==> config.mk <==
export PLATFORM = sky130hd
export DESIGN_NAME = utype_decode_stage
export DESIGN_NICKNAME = d
export VERILOG_FILES = /design/src/rtl/utype_decode_stage.sv
export SDC_FILE = /design/constraint.sdc
export NUM_CORES = 1
export LEC_CHECK = 0
export ABC_AREA = 0
export CORE_ASPECT_RATIO = 1.2
export CORE_MARGIN = 3
export CORE_UTILIZATION = 46
export DETAILED_ROUTE_END_ITERATION = 7
export HOLD_SLACK_MARGIN = 0.03
export PLACE_DENSITY = 0.77
export RECOVER_POWER = 100
export SLEW_MARGIN = 20
export SYNTH_ARGS = -nofsm -noshare
export SYNTH_HDL_FRONTEND = slang
export SYNTH_SLANG_ARGS = --single-unit
==> constraint.sdc <==
create_clock -name clk -period 1.8 [get_ports clk]
set_clock_uncertainty 0.15 [all_clocks]
set_input_delay 0.18 -clock clk [delete_from_list [all_inputs] [get_ports clk]]
set_output_delay 0.18 -clock clk [all_outputs]
set_load 0.01 [all_outputs]
==> src/rtl/utype_decode_stage.sv <==
// ---------------------------------------------------------------------------
// utype_decode_stage
//
// Decodes LUI / AUIPC from a raw 32-bit instruction and hands the operands to
// the EX-stage U-type unit through a two-entry skid buffer. The skid buffer
// gives one-cycle latency, full throughput and a registered in_ready.
//
// Ports
//   clk           in   1   clock, rising edge
//   rst_n         in   1   synchronous active-low reset
//   flush         in   1   discard every buffered entry (branch redirect)
//   in_valid      in   1   instruction / PC pair valid
//   in_ready      out  1   stage can accept (registered, equals ~S valid)
//   in_pc         in   32  PC of the instruction
//   in_inst       in   32  raw instruction word
//   out_valid     out  1   decoded entry valid
//   out_ready     in   1   EX stage accepts
//   out_pc        out  32  passthrough PC
//   out_imm_u     out  32  {inst[31:12], 12'b0}
//   out_aluSelect out  6   000001 LUI, 000010 AUIPC, 000000 other
//   out_rd        out  5   inst[11:7]
//   out_wen       out  1   writeback enable (U-type and rd != 0)
//   out_illegal   out  1   opcode is neither LUI nor AUIPC
//   dec_count     out  16  U-type instructions handed to EX, wraps
// ---------------------------------------------------------------------------
module utype_decode_stage (
  input  logic        clk,
  input  logic        rst_n,
  input  logic        flush,
  input  logic        in_valid,
  output logic        in_ready,
  input  logic [31:0] in_pc,
  input  logic [31:0] in_inst,
  output logic        out_valid,
  input  logic        out_ready,
  output logic [31:0] out_pc,
  output logic [31:0] out_imm_u,
  output logic [5:0]  out_aluSelect,
  output logic [4:0]  out_rd,
  output logic        out_wen,
  output logic        out_illegal,
  output logic [15:0] dec_count
);

  localparam logic [6:0] OP_LUI   = 7'b0110111;
  localparam logic [6:0] OP_AUIPC = 7'b0010111;
  localparam logic [5:0] SEL_NONE  = 6'b000000;
  localparam logic [5:0] SEL_LUI   = 6'b000001;
  localparam logic [5:0] SEL_AUIPC = 6'b000010;

  typedef struct packed {
    logic [31:0] pc;
    logic [31:0] imm_u;
    logic [5:0]  alu_sel;
    logic [4:0]  rd;
    logic        wen;
    logic        illegal;
  } entry_t;

  entry_t      in_entry;
  entry_t      m_entry_reg, m_entry_next;
  entry_t      s_entry_reg, s_entry_next;
  logic        m_valid_reg, m_valid_next;
  logic        s_valid_reg, s_valid_next;
  logic        in_ready_reg, in_ready_next;
  logic [15:0] dec_count_reg, dec_count_next;
  logic        accept;
  logic        fire;
  logic        is_utype;

  // Input-side decode. Non-U-type opcodes still travel down the pipe,
  // flagged illegal and with writeback suppressed.
  always_comb begin
    in_entry       = '0;
    in_entry.pc    = in_pc;
    in_entry.imm_u = {in_inst[31:12], 12'b0};
    in_entry.rd    = in_inst[11:7];
    case (in_inst[6:0])
      OP_LUI:   in_entry.alu_sel = SEL_LUI;
      OP_AUIPC: in_entry.alu_sel = SEL_AUIPC;
      default:  in_entry.alu_sel = SEL_NONE;
    endcase
    is_utype         = (in_entry.alu_sel != SEL_NONE);
    in_entry.illegal = ~is_utype;
    in_entry.wen     = is_utype & (in_inst[11:7] != 5'd0);
  end

  assign accept = in_valid & in_ready_reg;
  assign fire   = m_valid_reg & out_ready;

  always_comb begin
    m_entry_next   = m_entry_reg;
    s_entry_next   = s_entry_reg;
    m_valid_next   = m_valid_reg;
    s_valid_next   = s_valid_reg;
    dec_count_next = dec_count_reg;

    // A fire completes even in a flush cycle, so it is always counted.
    if (fire && (m_entry_reg.alu_sel != SEL_NONE)) begin
      dec_count_next = dec_count_reg + 16'd1;
    end

    if (flush) begin
      m_valid_next = 1'b0;
      s_valid_next = 1'b0;
    end else if (!m_valid_reg || fire) begin
      if (s_valid_reg) begin
        // Older skid entry moves up first to keep program order.
        m_entry_next = s_entry_reg;
        m_valid_next = 1'b1;
        s_valid_next = accept;
        if (accept) begin
          s_entry_next = in_entry;
        end
      end else begin
        m_valid_next = accept;
        if (accept) begin
          m_entry_next = in_entry;
        end
      end
    end else if (accept) begin
      // M stalled: accept can only happen with S empty, so S takes it.
      s_entry_next = in_entry;
      s_valid_next = 1'b1;
    end

    in_ready_next = ~s_valid_next;
  end

  always_ff @(posedge clk) begin
    if (!rst_n) begin
      m_entry_reg   <= '0;
      s_entry_reg   <= '0;
      m_valid_reg   <= 1'b0;
      s_valid_reg   <= 1'b0;
      in_ready_reg  <= 1'b1;
      dec_count_reg <= 16'd0;
    end else begin
      m_entry_reg   <= m_entry_next;
      s_entry_reg   <= s_entry_next;
      m_valid_reg   <= m_valid_next;
      s_valid_reg   <= s_valid_next;
      in_ready_reg  <= in_ready_next;
      dec_count_reg <= dec_count_next;
    end
  end

  assign in_ready      = in_ready_reg;
  assign out_valid     = m_valid_reg;
  assign out_pc        = m_entry_reg.pc;
  assign out_imm_u     = m_entry_reg.imm_u;
  assign out_aluSelect = m_entry_reg.alu_sel;
  assign out_rd        = m_entry_reg.rd;
  assign out_wen       = m_entry_reg.wen;
  assign out_illegal   = m_entry_reg.illegal;
  assign dec_count     = dec_count_reg;

endmodule

==> flow_summary.yaml <==
setup_path:
  slowest_stage: "clkdlybuf4s50_1"
  cp.arrival_ns: 1.41
  worst_ep_required_time_ns: 1.47
  start_kind: "flop"
  critical_path_peak_fanout: 3
  cp_top_family: "buffers and inverters"
  worstPathBufferInverterCount: 2
  crit_type: "flop to output port"
  cp-end-kind: "output port"
  max_stage_delay_ns: 0.53
  cp_cell_sequence: "buf_4 -> clkdlybuf4s50_1"
worst_hold_path:
  min_path_type: "input port to flop"
floorplan:
  die_w_um: 108.6
  initial_core_util_pct: 47.56
  io_pins: 164
  rows: 44
  core-area_um2: 12220
  design.die.area_um2: 14030
  die_h_um: 129.1
sta:
  period_share_pct: 96.82
  max_slew_margin_pct: 60.05
  rsz0062_at_grt: "false"
  min_period_ns: 1.743
  worstMarginPinSlew_ns: 0.5966
  whs_ns: 0.2054
  setup_viol: 0
  max_freq_mhz: 573.8
  tns_ns: 0
  slew_violations: 0
  hold_violations: 0
  timing.final.ws_setup_ns: 0.05728
global_routing:
  grt_pass1_vias: 5093
  antenna_found_initial: 0
  grt.overflow.total: 0
  grt_max_degree: 61
  grt_first_pass_wirelength_um: 23430
  grt_use_total_pct: 20.67
place:
  port_buffers: 147
  dp_slack_ns: -0.1830
  dp_cells: 954
  hpwl_um: 10150
  globalplace.congestion: 0.8120
clock_network:
  clock_latency_ns: 0.40
  cts_tree: "built"
  clock_sinks: 141
  postCtsSetupBuffers: 0
  cts_made_buffers: 17
  cts_buffer_depth: 2
  clk_pin_slew_worst_paths_ns: 0.06
  cts_hold_buf: 0
  cts-resized-gates: 0
  htreeDepth: 4
  root_buffer: "clkbuf_16"
yosys:
  synthMuxAreaShare_pct: 10.50
  synth_top_family_by_area: "simple AND/OR/NAND/NOR gates"
  yosys.area_share.adder_pct: 0.2152
  synth_top_area_share_pct: 48.56
  ys_seq_area_share_pct: 48.56
  syn_area_um2: 5813
  synth_xor_area_share_pct: 1.507
  synthTopCellsByArea: "dfxtp_1 49%, mux2i_1 11%, nand2_1 8.6%"
  ys_ff_latch: 141
  yosysWarnings: 0
  postSynthAreaPerCell_um2: 8.781
  synth_top_area_cell: "dfxtp_1"
  synth_compound_area_share_pct: 15.71
  synthDistinctLibCells: 35
  synthSimpleGateAreaFrac_pct: 17.26
  syn-instance-count: 662
finish:
  final_nets: 882
  diodes: 0
  final_cell_mix: "140 x dfxtp_1, 133 x nand2_1, 83 x clkdlybuf4s50_1"
  layout_commonest_cell: "dfxtp_1"
  finalNonFillerCells: 984
  area_growth_syn_to_layout_pct: 40.59
  largest_register_ffs: 61
  drive_gt1_share_pct: 9.235
  n_fill_cell: 963
power:
  p_comb_share_pct: 10.5
  power_switching_mw: 1.695
  leakage_nw: 2.967
  swShare_pct: 22.22
  cellPowerDensity_nw_per_um2: 933.5
  sequentialPowerShare_pct: 43.2
  p_int_mw: 5.934
  p_clk_share_pct: 46.3
  ir_worst_vdd_mv: 0.6780
detailed_routing:
  highest_layer: "met4"
  ant_nets: 0
  dr_wl_met3_um: 796
  drtIter0Drc: 215
  drc: 0
  wire_per_inst_um: 14.61
  m1WireLength_um: 6095
  finalWirelength_um: 14380
  first_pass_iters: 4
  wl_met2_um: 7227
  vias_per_cell: 5.242
  vias: 5158
status:
  status: "completed"
flow_run:
  drv_cap: 0
==> tightest hold or removal path: stages <==
cell and delay [ns]:
clkdlybuf4s50_1 0.42, nand2_1 0.06, a21oi_1 0.05
==> cells in the mapped netlist (all sizes together) <==
cell / number
a311oi: 1
o211ai: 1
clkbuf: 26
nor4bb: 1
buf: 39
a31oi: 3
mux2i: 61
and3: 3
or3: 3
a211o: 1
o21ai: 5
o21bai: 1
ha: 1
nand4: 2
inv: 4
o2111ai: 1
nand3: 13
xnor2: 9
nand2b: 6
nor3: 5
a21oi: 64
a211oi: 59
o211a: 1
nand2: 133
nor3b: 1
conb: 1
nor4: 5
dfxtp: 141
nor2: 69
clkinv: 1
xor2: 1
==> through the flow <==
stage | utilization, % | cell area, um2 | total power, mW
global route | 66.87 | 8173 | 7.901
floorplan | - | 5869 | 3.736
CTS | 67.08 | 8198 | 7.737
global placement | 62.11 | 7591 | 4.183
detailed placement | 62.11 | 7591 | 4.208
finish | 66.87 | 8173 | 7.629
==> logic make-up (layout without fill, tap and decap cells) <==
group                    after synthesis  count (layout)
AND/OR/NAND/NOR                      241             241
flip-flops                           141             141
AO/OA/AOI/OAI                        137             137
buffers and inverters                 70             216
multiplexers                          61              61
XOR/XNOR                              10              10
adder cells (fa/ha/maj)                1               1
other                                  1              16
==> power groups by stage <==
stage / Sequential [mW] / Combinational (mW) / Clock, mW
final: 3.30 / 0.800 / 3.53
after global routing: 3.31 / 0.869 / 3.73
after CTS: 3.30 / 0.849 / 3.59
after detailed placement: 3.36 / 0.844 / 0
after global placement: 3.36 / 0.823 / 0
after floorplan: 3.40 / 0.335 / 0
==> worst paths after layout <==
check / cells past startpoint / start / to / slack [ns]
worst min register to register: 2 / s_entry_reg[38] / s_entry_reg[38] / 0.30
worst max-delay path: 2 / dec_count[0] / dec_count[0] / 0.06
worst max register to register: 7 / out_valid / out_pc[10] / 0.09
worst min-delay path: 3 / in_pc[14] / s_entry_reg[59] / 0.21
==> area by class of cell <==
cell class / instances / area, um2 / area share [%]
clock buffer: 20 / 467.9 / 5.726
clock inverter: 10 / 138.9 / 1.699
inverter: 5 / 21.27 / 0.2603
multi-input combinational: 466 / 2689 / 32.90
sequential: 141 / 2826 / 34.58
tap: 161 / 201.4 / 2.465
timing repair buffer: 181 / 1828 / 22.37
==> layer usage <==
| metal | vias up | track usage, % |
|---|---|---|
| met5 | - | 0 |
| met4 | 0 | 7.207 |
| met3 | 20 | 5.232 |
| met2 | 160 | 35.58 |
| met1 | 2434 | 25.03 |
| li1 | 2544 | - |
No activity file was read; power rests on OpenSTA's default activity.
